## src/rtl/inv_park.sv

```systemverilog
// Inverse Park transform: rotating D/Q to stationary alpha/beta.
// One shared signed multiplier over four cycles, rounded and saturated.
module inv_park #(
  parameter int D_WIDTH = 18,
  parameter int Q_BITS  = 15
) (
  input  logic                      clk,
  input  logic                      rstb,
  input  logic signed [D_WIDTH-1:0] d_in,
  input  logic signed [D_WIDTH-1:0] q_in,
  input  logic signed [D_WIDTH-1:0] sin,
  input  logic signed [D_WIDTH-1:0] cos,
  input  logic                      start,
  output logic signed [D_WIDTH-1:0] alpha,
  output logic signed [D_WIDTH-1:0] beta,
  output logic                      busy,
  output logic                      done,
  output logic                      sat
);

  localparam int PW = 2 * D_WIDTH;
  localparam int AW = PW + 1;

  localparam logic signed [AW-1:0] HALF =
    AW'(1) <<< (Q_BITS - 1);
  localparam logic signed [AW-1:0] MAXV =
    AW'((64'sd1 <<< (D_WIDTH - 1)) - 64'sd1);
  localparam logic signed [AW-1:0] MINV = ~MAXV;

  typedef enum logic [2:0] {
    IDLE, M0, M1, M2, M3, FIN
  } state_t;

  state_t state;

  logic signed [D_WIDTH-1:0] d_r, q_r, s_r, c_r;
  logic signed [D_WIDTH-1:0] ma, mb;
  logic signed [PW-1:0]      prod;
  logic signed [AW-1:0]      prod_x;
  logic signed [AW-1:0]      acc_a, acc_b;
  logic signed [AW-1:0]      ra, rb;
  logic signed [D_WIDTH-1:0] alpha_n, beta_n;
  logic                      clip_a, clip_b;

  // Select multiplier operands for the current product term
  always_comb begin
    ma = d_r;
    mb = c_r;
    case (state)
      M1:      begin ma = q_r; mb = s_r; end
      M2:      begin ma = d_r; mb = s_r; end
      M3:      begin ma = q_r; mb = c_r; end
      default: begin ma = d_r; mb = c_r; end
    endcase
  end

  assign prod   = ma * mb;
  assign prod_x = {prod[PW-1], prod};

  // Round half-up, drop fraction, clamp to the output range
  always_comb begin
    ra      = (acc_a + HALF) >>> Q_BITS;
    rb      = (acc_b + HALF) >>> Q_BITS;
    clip_a  = 1'b0;
    clip_b  = 1'b0;
    alpha_n = ra[D_WIDTH-1:0];
    beta_n  = rb[D_WIDTH-1:0];
    if (ra > MAXV) begin
      alpha_n = MAXV[D_WIDTH-1:0];
      clip_a  = 1'b1;
    end else if (ra < MINV) begin
      alpha_n = MINV[D_WIDTH-1:0];
      clip_a  = 1'b1;
    end
    if (rb > MAXV) begin
      beta_n = MAXV[D_WIDTH-1:0];
      clip_b = 1'b1;
    end else if (rb < MINV) begin
      beta_n = MINV[D_WIDTH-1:0];
      clip_b = 1'b1;
    end
  end

  // Sequencer: latch, four multiply-accumulate steps, publish
  always_ff @(posedge clk or negedge rstb) begin
    if (!rstb) begin
      state <= IDLE;
      d_r   <= '0;
      q_r   <= '0;
      s_r   <= '0;
      c_r   <= '0;
      acc_a <= '0;
      acc_b <= '0;
      alpha <= '0;
      beta  <= '0;
      busy  <= 1'b0;
      done  <= 1'b0;
      sat   <= 1'b0;
    end else begin
      done <= 1'b0;
      case (state)
        IDLE: begin
          if (start) begin
            d_r   <= d_in;
            q_r   <= q_in;
            s_r   <= sin;
            c_r   <= cos;
            busy  <= 1'b1;
            state <= M0;
          end
        end
        M0: begin
          acc_a <= prod_x;
          state <= M1;
        end
        M1: begin
          acc_a <= acc_a - prod_x;
          state <= M2;
        end
        M2: begin
          acc_b <= prod_x;
          state <= M3;
        end
        M3: begin
          acc_b <= acc_b + prod_x;
          state <= FIN;
        end
        FIN: begin
          alpha <= alpha_n;
          beta  <= beta_n;
          sat   <= clip_a | clip_b;
          done  <= 1'b1;
          busy  <= 1'b0;
          state <= IDLE;
        end
        default: state <= IDLE;
      endcase
    end
  end

endmodule
```

## config.mk

```make
export PLATFORM = sky130hd
export DESIGN_NAME = inv_park
export DESIGN_NICKNAME = d
export VERILOG_FILES = /design/src/rtl/inv_park.sv
export SDC_FILE = /design/constraint.sdc
export NUM_CORES = 1
export LEC_CHECK = 0
export CORE_MARGIN = 2
export CORE_UTILIZATION = 36
export CTS_CLUSTER_SIZE = 25
export DETAILED_ROUTE_END_ITERATION = 16
export SLEW_MARGIN = 5
export SYNTH_ARGS = -nofsm -noshare
export SYNTH_HDL_FRONTEND = slang
export SYNTH_SLANG_ARGS = --single-unit
```

## constraint.sdc

```tcl
create_clock -name clk -period 15.3 [get_ports clk]
set_input_delay 3.825 -clock clk [delete_from_list [all_inputs] [get_ports clk]]
set_output_delay 3.825 -clock clk [all_outputs]
set_load 0.02 [all_outputs]
```

Word-level counts from Yosys, hierarchy flattened
Cells that the tools add are included.

Register bits: 188. Bits of input ports: 75. Output and inout bits: 39. Word-level logic and storage cells: 53.

Add/sub/neg operators: 4. $mul: 1. Magnitude comparators: 4. Equality and inequality tests: 6. Multiplexer cells: 17. Bitwise logic cells: 1. Reductions and logical operators: 8.

Operator list (count): $pmux W37 S2 (2); $mux W18 (6); $add A37 B16 Y37 const B (2); $gt A22 B18 Y1 const B (2); $lt A22 B18 Y1 const B (2); $add A37 B36 Y37 (1); $sub A37 B36 Y37 (1); $mul A18 B18 Y36 (1); $pmux W3 S5 (1); $eq A3 B2 Y1 const B (2); $eq A3 B3 Y1 const B (2); $mux W1 (6); $reduce_bool A2 Y1 (3); $reduce_and A2 Y1 (2); $reduce_or A2 Y1 (2); $eq A3 B1 Y1 const B (1); $logic_not A3 Y1 (1); $mux W3 (1); $ne A2 B2 Y1 const B (1); $pmux W1 S2 (1); $or A1 B1 Y1 (1).

Longest topological paths before layout
Gate-level depths: netlist of run 1.

Word-level depth: 6. Gate-level depth with buffers: 46. Gate-level depth less buffers: 42.

Least setup slack after synthesis of run 1
No wires, ideal clock.

Path kind: register -> register. Start: register state[2]. End: register acc_a[34]. Setup time: 0.071 ns. Arrival: 10.736 ns. Path slack: 4.493 ns. Stages on the path, launching flop included: 42. Period minus slack after synthesis: 10.807 ns. Cell sequence: dfrtp_1 -> clkbuf_1 -> nand2b_1 -> clkbuf_8 -> nor2_1 -> nor2_1 -> clkbuf_1 -> mux2i_1 -> nor2_1 -> fa_1 -> inv_1 -> fa_1 -> fa_1 -> inv_1 -> fa_1 -> fa_1 -> inv_1 -> fa_1 -> [6 not listed] -> o21bai_1 -> a21oi_1 -> xnor2_1 -> inv_1 -> ha_1 -> and3_1 -> nand3_1 -> nor3_1 -> o41ai_1 -> and3_1 -> o41a_1 -> maj3_2 -> o211a_1 -> o311ai_4 -> a2bb2oi_4 -> a31oi_1 -> or4b_1 -> nand4_1.

Longest elaborated chain between the ends: 6.

Ends and longest elaborated chain: from (decl) (line 34) `state_t state;`; from (signal assigned) (line 87) `state <= IDLE;`; from (signal assigned) (line 109) `state <= M0;`; from (signal assigned) (line 114) `state <= M1;`; $eq A3 B3 Y1 (tied with other cells) (line 49) `case (state)`; $reduce_or A2 Y1 (no source line); $mux W18 (line 49); $mul A18 B18 Y36 (line 57) `assign prod = ma * mb;`; $sub A37 B36 Y37 (line 117) `acc_a <= acc_a - prod_x;`; $pmux W37 S2 (line 101) `case (state)`; to (signal assigned) (line 113) `acc_a <= prod_x;`; to (signal assigned) (line 117); to (decl) (line 40) `logic signed [AW-1:0] acc_a, acc_b;`.

Several ways; a longest one is shown, not always the timed one. A chain may end at the register's enable or synchronous reset.

Worst setup path after layout of run 1
Ends and elaborated chain as after synthesis.

==> results of run 1 <==
area by class of cell:
type	count	area, um2	share of cell area [%]
inverter	422	1590	5.80
clock inverter	13	149	0.543
sequential	188	4700	17.2
clock buffer	19	443	1.62
tap	882	1100	4.03
multi-input combinational	2016	18000	65.6
timing repair buffer	155	1450	5.29
synthesized netlist by cell type, types with 18 or more instances:
cell type	instances
fa_1	331
nand2_1	264
xnor2_1	80
clkbuf_1	79
ha_1	161
o21ai_0	114
a221oi_1	23
mux2_2	117
nor2_1	299
a21o_1	37
nor3_1	26
nand2b_1	18
a31oi_1	18
a211oi_1	31
o211ai_1	18
xor2_1	44
mux2i_1	43
dfrtp_1	188
and3_1	20
a21oi_1	132
nand3_1	37
nand4_1	18
inv_1	419
worst min path at each step:
stage	from	to	slack (ns)	cells past startpoint
after global placement	busy$_DFFE_PN0P_	busy$_DFFE_PN0P_	0.46	1
after floorplan	acc_a[5]$_DFFE_PN0P_	acc_a[5]$_DFFE_PN0P_	0.48	2
after global routing	sat$_DFFE_PN0P_	sat$_DFFE_PN0P_	0.51	1
final	busy$_DFFE_PN0P_	busy$_DFFE_PN0P_	0.48	1
after detailed placement	sat$_DFFE_PN0P_	sat$_DFFE_PN0P_	0.47	1
after CTS	busy$_DFFE_PN0P_	busy$_DFFE_PN0P_	0.49	1
kinds of logic after synthesis:
| logic type | after synthesis | share of synthesized area, % |
|---|---|---|
| compound gates | 485 | 12.8 |
| xor+xnor | 124 | 4.40 |
| fa+ha+maj | 495 | 35.1 |
| buf+inv | 515 | 8.31 |
| flops | 188 | 19.0 |
| mux | 161 | 7.12 |
| simple gates | 751 | 13.2 |
registers in the layout, summed over array words and instances, names as in the netlist:
| signal | flops |
|---|---|
| acc_a | 37 |
| acc_b | 37 |
| alpha | 18 |
| beta | 18 |
| busy | 1 |
| c_r | 18 |
| d_r | 18 |
| done | 1 |
| q_r | 18 |
| s_r | 18 |
| sat | 1 |
| state | 3 |
per-stage QoR:
stage / worst slack [ns] / hold WS (ns) / util [%] / instance area [um2]
CTS: 3.25 / 0.487 / 40.2 / 27400
global route: 2.20 / 0.507 / 40.2 / 27400
global placement: 3.56 / 0.460 / 39.3 / 26800
floorplan: 4.49 / 0.479 / - / 24700
finish: 3.16 / 0.482 / 40.2 / 27400
detailed placement: 3.27 / 0.466 / 39.3 / 26800
metal layers:
layer  track usage [%]  share of wire (%)  vias up
li1                  -                  -     9102
met1              29.0                 47     9623
met2              29.9                 43      600
met3              5.20                7.4       99
met4              5.53                2.3        0
met5                 0                  0        -
placed cells by master (no fill, tap or decap), types with 10 or more instances in the layout:
master           synthesis  final
nor2b_1                 10     10
buf_4                    0     42
clkdlybuf4s50_1          0    112
nand4_1                 18     18
a21oi_1                132    132
a221oi_1                23     23
o21bai_1                13     13
nand3_1                 37     37
dfrtp_1                188    188
mux2i_1                 43     41
fa_1                   331    331
inv_1                  419    419
a211oi_1                31     31
nor3_1                  26     26
xnor2_1                 80     80
a21o_1                  37     37
nor2_1                 299    297
o21ai_0                114    114
xor2_1                  44     44
o21a_1                  10     10
ha_1                   161    161
nand2b_1                18     17
clkbuf_16                0     17
and3_1                  20     19
mux2_2                 117    117
a31oi_1                 18     18
o22ai_1                 13     13
o211ai_1                18     18
nand2_1                264    264
or2_2                   16     16
worst register-to-register path: cells and delay by family, from the launching register on:
family | cells | cell delay, ns
compound gates | 12 | 3.39
flops | 1 | 0.47
simple gates | 11 | 2.10
xor+xnor | 1 | 0.21
buf+inv | 7 | 1.27
mux | 1 | 0.73
fa+ha+maj | 8 | 3.87
==> reports/qor.yml, run 1 <==
start_kind: "register"
async_flop_share_pct: 100
period_share_pct: 79.3
critPathBufInv: 7
nets: 3367
ys_seq_elements: 188
r2r_end: "acc_a[34]$_DFFE_PN0P_"
drive_gt1_share_pct: 8.71
cp-endpoint: "acc_a[34]$_DFFE_PN0P_"
avgSynthCellArea_um2: 9.08
gp_congestion: 0.950
netlist.area_leader.share_pct: 26.8
hold_viol: 0
cts_hold_buf: 0
vias_per_cell: 5.26
status: "finished clean"
synth-main-ff-cell: "dfrtp_1"
io_buffers: 113
setup_viol: 0
grt.overflow.total: 0
cp.required_ns: 15.73
wire_per_inst_um: 18.5
postCtsSetupRepairBufs: 0
clockBufferDepth: 2
synth_top_cell_by_area: "fa_1"
path_delay_family: "adder cells"
syn_inst: 2719
ios: 114
dr.pass1.iters: 5
ant_nets: 0
clkSinkCount: 188
cts_tree: "built"
dp_hpwl_mm: 55.0
post_cts_resized: 0
max_slew_margin_pct: 26.0
finalSetupTns_ns: 0
syn_nets: 3286
fin_cells: 3695
r2r_start: "state[2]$_DFFE_PN0P_"
coreArea_mm2: 0.0682
synth-edff-count: 0
synth_area_leaders: "fa_1, dfrtp_1, ha_1"
yosysUniqueCellTypes: 92
cp-startpoint: "state[2]$_DFFE_PN0P_"
cp.depth: 40
n_antenna_cell: 0
ys_seq_area_share_pct: 19.0
critPathCaptureType: "register"
crit_type: "reg -> reg"
first_global_vias: 19739
hp-class: "reg -> reg"
ys.warnings.count: 0
reg2reg_slack_ns: 3.16
antenna_found_initial: 0
reg2reg_depth: 40
max_freq_mhz: 82.4
numCtsBuffers: 17
synthesis.area_mm2: 0.0247
drt_wl_total_mm: 68.5
maxCapViolCount: 0
initial_utilization_pct: 36.2
rsz0062_at_grt: "no"
die_w_um: 266
h-tree-depth: 4
tightest_slew_ns: 1.11
grt_pass1_wl_mm: 111
skew_ns: 0.0189
fp.dieH_um: 266
clk_latency_ns: 0.51
cp_slowest_cell: "mux2i_1"
drv_slew: 0
grt_usage_pct: 20.2
drc: 0
cts_root_buf: "clkbuf_16"
clkTransAtPathRegs_ns: 0.08
first_iter_violations: 1640
period_minus_slack_ns: 12.14
num_rows: 96
vias: 19424
worstPathMaxFanout: 35
grt_max_degree: 80
cp.arrival_ns: 12.56
area_growth_syn_to_layout_pct: 11.0
nFillCells: 6849
place_inst: 3663
dieArea_mm2: 0.0707
path_common_cell: "fa_1"
critical-path-max-stage-delay_ns: 0.70
Power of run 1 is left out: the tool's default activity adds up to more than one toggle a clock period on the data nets, which glitch-free logic cannot reach.
==> inputs of run 2 (changes only) <==
==> constraint.sdc (replaced) <==
create_clock -name clk -period 12.3 [get_ports clk]
set_input_delay 3.075 -clock clk [delete_from_list [all_inputs] [get_ports clk]]
set_output_delay 3.075 -clock clk [all_outputs]
set_load 0.02 [all_outputs]
==> reports/qor.yml, run 2 (synthesis gave the netlist of run 1 again) <==
vias: 19563  # +0.72%
reg.largest.list: "acc_a x37, acc_b x37"
grt.busiest_layer: "met2"
maxCapViolCount: 0  # unchanged
cts_root_buf: "clkbuf_16"
grt_pass1_wl_mm: 112  # +0.67%
grt_use_met2_pct: 30.7  # +0.74 points
first_iter_violations: 1651  # +0.67%
vias_per_cell: 5.28  # +0.39%
cts_hold_buf: 0  # unchanged
path_delay_family: "adder cells"
drc: 0  # unchanged
gp_congestion: 0.926  # -2.6%
drt_wl_total_mm: 68.3  # -0.36%
worstPathMaxFanout: 17  # -51%
grt_max_degree: 80  # unchanged
critPathCaptureType: "register"
cp.required_ns: 12.75  # -2.98 ns
h-tree-depth: 4  # unchanged
crit_type: "reg -> reg"
ios: 114  # unchanged
start_kind: "register"
critical-path-max-stage-delay_ns: 0.75  # +0.05 ns
clkSinkCount: 188  # unchanged
hp-class: "reg -> reg"
status: "finished clean"
ant_nets: 0  # unchanged
area_growth_syn_to_layout_pct: 11.4
wire_per_inst_um: 18.4  # -0.68%
rsz0062_at_grt: "no"
setup_viol: 0  # unchanged
max_freq_mhz: 85.5  # +3.8%
cp.arrival_ns: 12.14  # -0.42 ns
clockBufferDepth: 2  # unchanged
use_met3_pct: 3.11  # -2.1 points
period_minus_slack_ns: 11.69  # -0.443 ns
grt_usage_pct: 20.2  # +0.062 points
clkTransAtPathRegs_ns: 0.08  # about the same
num_rows: 96  # unchanged
initial_utilization_pct: 36.2  # unchanged
dieArea_mm2: 0.0707  # unchanged
tightest_slew_ns: 1.11  # +0.00404 ns
skew_ns: 0.0196  # +0.000714 ns
io_buffers: 113  # unchanged
nets: 3379  # +0.36%
period_share_pct: 95.1  # +16 points
coreArea_mm2: 0.0682  # unchanged
fp.dieH_um: 266  # unchanged
whs_ns: 0.488  # +0.00600 ns
antenna_found_initial: 0  # unchanged
first_global_vias: 19658  # -0.41%
dp_hpwl_mm: 55.1  # +0.15%
max_slew_margin_pct: 24.3  # -1.7 points
drv_slew: 0  # unchanged
hold_viol: 0  # unchanged
use_met1_pct: 30.0  # +0.99 points
clk_latency_ns: 0.52  # about the same
grt.overflow.total: 0  # unchanged
cts_tree: "built"
die_w_um: 266  # unchanged
drive_gt1_share_pct: 9.13  # +0.42 points
cp_slowest_cell: "mux2i_1"
final_cell_mix: "inv_1, fa_1, nor2_1"
path_common_cell: "fa_1"
critPathBufInv: 5  # -2
n_antenna_cell: 0  # unchanged
final_common_cell: "inv_1"
dr.pass1.iters: 6  # +1
finalSetupTns_ns: 0  # unchanged
numCtsBuffers: 17  # unchanged
[run 2: metal layers]
metal  part of all wire [%]  up-vias
met2                     44      613
li1                       -     9130
met5                      0        -
met1                     48     9735
met3                    6.4       85
met4                    2.0        0
[run 2: stage by stage]
stage	std cells	area [um2]	util, %	worst slack (ns)
2_1_floorplan	2719	24700	-	1.49
3_3_place_gp	3675	26900	39.4	1.11
3_5_place_dp	3675	26900	39.4	0.854
4_1_cts	3707	27500	40.3	0.775
5_1_grt	3707	27500	40.3	0.0212
6_report	3707	27500	40.3	0.608
[run 2: final timing paths]
path | from | slack (ns) | cells after the start | end
max | state[1]$_DFFE_PN0P_ | 0.61 | 38 | acc_a[34]$_DFFE_PN0P_
min in group asynchronous | rstb | 2.61 | 1 | alpha[16]$_DFFE_PN0P_
min reg2reg | beta[15]$_DFFE_PN0P_ | 0.49 | 2 | beta[15]$_DFFE_PN0P_
min | beta[15]$_DFFE_PN0P_ | 0.49 | 2 | beta[15]$_DFFE_PN0P_
max reg2reg | state[1]$_DFFE_PN0P_ | 0.61 | 38 | acc_a[34]$_DFFE_PN0P_
max in group asynchronous | rstb | 7.69 | 3 | q_r[16]$_DFFE_PN0P_
[run 2: what timing repair did]
action,4_1_cts,5_1_grt
resized for setup,0,1
endpoints found under the setup margin,0,2
buffers inserted,0,0
[run 2: tightest hold or removal path, cell delays in order (launching register included)]
cell     delay [ns]
dfrtp_1        0.35
nand2_1        0.05
o21ai_0        0.06
[run 2: cell type report]
| type | count | area, um2 |
|---|---|---|
| Clock buffer | 18 | 429 |
| Tap cell | 882 | 1100 |
| Sequential cell | 188 | 4700 |
| Timing Repair Buffer | 167 | 1540 |
| Clock inverter | 14 | 175 |
| Inverter | 422 | 1590 |
| Fill cell | 6860 | 40700 |
| Multi-Input combinational cell | 2016 | 18000 |
Power of run 2 is left out for the same reason.
==> inputs of run 3 (changes only) <==
--- a/config.mk
+++ b/config.mk
@@ -5,7 +5,7 @@
 export SDC_FILE = /design/constraint.sdc
 export NUM_CORES = 1
 export LEC_CHECK = 0
-export CORE_MARGIN = 2
+export ABC_CLOCK_PERIOD_IN_PS = 13200
 export CORE_UTILIZATION = 36
 export CTS_CLUSTER_SIZE = 25
 export DETAILED_ROUTE_END_ITERATION = 16
==> constraint.sdc (replaced) <==
create_clock -name clk -period 13.2 [get_ports clk]
set_input_delay 3.3 -clock clk [delete_from_list [all_inputs] [get_ports clk]]
set_output_delay 3.3 -clock clk [all_outputs]
set_load 0.02 [all_outputs]
==> reports/qor.yml, run 3 (synthesis gave the netlist of run 1 again) <==
grt.overflow.total: 0  # unchanged
rsz0062_at_grt: "no"
drive_gt1_share_pct: 8.71  # -0.43 points
initial_utilization_pct: 36.6  # +0.38 points
clkTransAtPathRegs_ns: 0.10  # +0.02 ns
dp_hpwl_mm: 53.6  # -2.6%
finalSetupTns_ns: 0  # unchanged
cts_root_buf: "clkbuf_16"
start_kind: "register"
final_common_cell: "inv_1"
gp_congestion: 0.913  # -1.4%
drt_wl_total_mm: 67.0  # -1.9%
coreArea_mm2: 0.0675  # -1.0%
area_growth_syn_to_layout_pct: 11.1
cts_tree: "built"
path_delay_family: "adder cells"
wire_per_inst_um: 18.2  # -1.3%
cp.required_ns: 13.65  # +0.90 ns
fp.dieH_um: 264  # -0.75%
max_slew_margin_pct: 20.1  # -4.2 points
maxCapViolCount: 0  # unchanged
drv_slew: 0  # unchanged
die_w_um: 264  # -0.75%
reg2reg_slack_ns: 1.41  # +0.80 ns
cp_slowest_cell: "mux2i_1"
clkSinkCount: 188  # unchanged
cp.arrival_ns: 12.24  # +0.10 ns
critPathBufInv: 5  # unchanged
status: "finished clean"
clk_latency_ns: 0.51  # about the same
n_antenna_cell: 0  # unchanged
ios: 114  # unchanged
h-tree-depth: 4  # unchanged
first_global_vias: 19246  # -2.1%
critical-path-max-stage-delay_ns: 0.85  # +0.10 ns
grt_max_degree: 81  # +1.3%
final_cell_mix: "inv_1, fa_1, nor2_1"
antenna_found_initial: 0  # unchanged
period_share_pct: 89.3  # -5.7 points
numCtsBuffers: 17  # unchanged
tightest_slew_ns: 1.16  # +0.0511 ns
dr.pass1.iters: 5  # -1
ant_nets: 0  # unchanged
critPathCaptureType: "register"
skew_ns: 0.0237  # +0.00408 ns
num_rows: 95  # -1.0%
grt_pass1_wl_mm: 110  # -2.1%
hp-class: "reg -> reg"
period_minus_slack_ns: 11.79  # +0.0969 ns
dieArea_mm2: 0.0697  # -1.5%
crit_type: "reg -> reg"
reg.largest.list: "acc_a x37, acc_b x37"
vias: 19260  # -1.5%
nFillCells: 6739  # -1.8%
hold_viol: 0  # unchanged
path_common_cell: "fa_1"
nets: 3368  # -0.33%
io_buffers: 113  # unchanged
first_iter_violations: 1208  # -27%
setup_viol: 0  # unchanged
worstPathMaxFanout: 22  # +5
drc: 0  # unchanged
postCtsSetupRepairBufs: 0  # unchanged
max_freq_mhz: 84.8  # -0.82%
clockBufferDepth: 2  # unchanged
grt_usage_pct: 20.0  # -0.19 points
cts_hold_buf: 0  # unchanged
post_cts_resized: 0  # unchanged
vias_per_cell: 5.22  # -1.0%
run 3: changes by cell type in the layout (fill, tap and decap cells not counted), sizes merged:
cell / before / now
inv: 427 / 425
clkinv: 8 / 9
buf: 54 / 43
bufinv: 1 / 2
run 3: final timing paths:
check	from	to	cells after the start
setup / recovery	state[1]$_DFFE_PN0P_	acc_a[34]$_DFFE_PN0P_	38
hold / removal	beta[3]$_DFFE_PN0P_	beta[3]$_DFFE_PN0P_	2
setup reg to reg	state[1]$_DFFE_PN0P_	acc_a[34]$_DFFE_PN0P_	38
hold reg to reg	beta[3]$_DFFE_PN0P_	beta[3]$_DFFE_PN0P_	2
max in group asynchronous	rstb	c_r[10]$_DFFE_PN0P_	3
min in group asynchronous	rstb	acc_a[32]$_DFFE_PN0P_	1
run 3: final cells by class:
cell class	instances	area, um2	share of cell area, %
clock inverter	14	205	0.748
tap	873	1090	3.98
multi-input combinational	2016	18000	65.5
sequential	188	4700	17.1
clock buffer	18	429	1.56
inverter	422	1590	5.79
timing repair buffer	156	1460	5.31
run 3: tightest hold or removal path: cells and delay by family, from the launching register on:
kind	cells	cell delay, ns
flip-flops	1	0.36
AND/OR/NAND/NOR	1	0.05
AO/OA/AOI/OAI	1	0.06
run 3: layer usage:
metal	up-vias	part of all wire [%]	GRT usage [%]
li1	9091	-	-
met2	562	43	29.3
met4	0	2.3	5.69
met5	-	0	0
met1	9520	48	29.5
met3	87	6.6	4.39
run 3: through the flow:
| stage | hold slack [ns] | cells | util (%) | area, um2 | setup slack, ns |
|---|---|---|---|---|---|
| floorplan | 0.479 | 2719 | - | 24700 | 2.39 |
| global placement | 0.471 | 3655 | 39.7 | 26800 | 1.62 |
| detailed placement | 0.472 | 3655 | 39.7 | 26800 | 1.49 |
| CTS | 0.500 | 3687 | 40.6 | 27400 | 1.45 |
| global route | 0.509 | 3687 | 40.6 | 27400 | 0.597 |
| finish | 0.489 | 3687 | 40.6 | 27400 | 1.41 |
Power of run 3 is left out for the same reason.
==> variant (config.mk and constraints of run 1) <==
`D_WIDTH`: 18 -> 9.
--- a/src/rtl/inv_park.sv
+++ b/src/rtl/inv_park.sv
@@ -2,5 +2,5 @@
 // One shared signed multiplier over four cycles, rounded and saturated.
 module inv_park #(
-  parameter int D_WIDTH = 18,
+  parameter int D_WIDTH = 9,
   parameter int Q_BITS  = 15
 ) (
Ports: changed (6 resized); port bits go from 114 to 60. The function was not compared with the original's and may differ.
==> variant against run 1 <==
- worst setup slack better by 2.5 ns
- core utilization up 1.2 points
- synthesized area down 64%
- cell area down 63%
- sequential cell count down 98
- non-clock buffer count down 86
- wire length down 71%
- critical endpoint is now acc_a[18]
- largest cell class unchanged
Power is not shown: default switching activity piles up to over one toggle a cycle in this logic, so the estimate is an artifact.
==> variant: results (changes against run 1) <==
vias=6796 (-65%); syn nets=1135 (-65%); PortBufs=59 (-48%); HPWL after DPL=16000 um (-71%); H-tree depth=3 (-1); Worst Skew=0.00903 ns (-0.00989 ns); relative slew slack=29.4% (+3.3 points); Final Net Count=1185 (-65%); routed len/inst=15.2 um (-18%); syn avg cell area=9.25 sq um (+1.9%); hold depth=2 (+1); Cell Count, Final, Fillers Out=1329 (-64%); reg2reg end=acc_a[18]; worst reg2reg path depth=30 (-25%); crit path DAT=9.84 ns (-2.72 ns); hold path start=beta[0]; Hold EP=beta[0]; Num CTS Buffers=9 (-8); routability congestion estimate=0.831 (-13%); vias in the first global route=6749 (-66%); DR pass1 iterations=4 (-1); largest net degree at the start of global routing=71 (-11%); Starting DRT DRC Count=303 (-82%); global-route wire length before repair=34000 um (-69%); CTS clk-pin slew, worst paths=0.08 ns (about the same); CP max-delay cell=nand2b_1; Clock Latency Late Sink=0.36 ns (-0.15 ns); hold_ws=0.470 ns (-0.0113 ns); GRT Util Overall=16.4% (-3.8 points); crit-path max FO=18 (-49%); Area contributors post-synth=dfrtp_1 (26%), fa_1 (16%), ha_1 (11%); sequential fraction of the synthesis area=25.6% (+6.6 points); post-synthesis cell type count=63 (-32%); R2R Setup Slk=5.68 ns (+2.52 ns); share of post-route cells with drive strength above 1=9.45% (+0.74 points); Synth top cells by count=inv_1 (117), nor2_1 (99), dfrtp_1 (90), nand2_1 (90), ha_1 (74); Post-DP Area=9710 sq um (-64%); outcome=completed; biggest regs=acc_a (19), acc_b (19)
[variant: cell count changes after synthesis, moves of 78 or more]
cell,change
a21oi_1,-99
dfrtp_1,-98
fa_1,-259
ha_1,-87
inv_1,-302
nand2_1,-174
nor2_1,-200
o21ai_0,-78
[variant: worst reg2reg max path, delay by kind of cell, from the launching register on]
family,cells,cell delay (ns)
and+or+nand+nor,5,1.37
DFF,1,0.46
AOI/OAI and AO/OA,9,1.94
xor gates and xnor gates,1,0.33
muxes,1,0.61
adders and majority gates,9,4.11
buffers and inverters,5,0.66
[variant: layout make-up]
cell class,count,area [sq um]
fillers,2375,14200
multi-input cells,710,5940
flip-flops and latches,90,2250
repair buffers,69,663
inverters,120,450
well taps,324,405
clock buffers,9,225
clock inverters,7,72.6
[variant: logic make-up after synthesis]
kind of cell	count (synthesis)	share of synthesized area [%]
buffers and inverters	150	6.76
AOI/OAI and AO/OA	169	13.1
xor gates and xnor gates	42	4.27
and+or+nand+nor	278	14.0
DFF	90	25.6
adders and majority gates	148	27.2
muxes	73	9.05
[variant: how the worst max path moves through the flow]
stage	endpoint	slack, ns	depth (start not counted)
after floorplan	acc_a[18]	6.72	30
after global placement	acc_a[18]	5.98	30
after detailed placement	acc_a[18]	5.72	30
after CTS	acc_a[18]	5.70	30
after global routing	acc_a[18]	5.07	30
final	acc_a[18]	5.68	30
[variant: per-stage QoR]
stage,utilization (%),setup slack (ns)
after floorplan,-,6.72
after global placement,40.2,5.98
after detailed placement,40.2,5.72
after CTS,41.4,5.70
after global routing,41.4,5.07
final,41.4,5.68
[variant: per-layer routing]
metal / vias up / global-route usage [%] / routed length [um]
li1: 3320 / - / -
met1: 3356 / 22.4 / 9390
met2: 98 / 27.3 / 9680
met3: 22 / 1.97 / 752
met4: 0 / 4.87 / 339
met5: - / 0 / 0
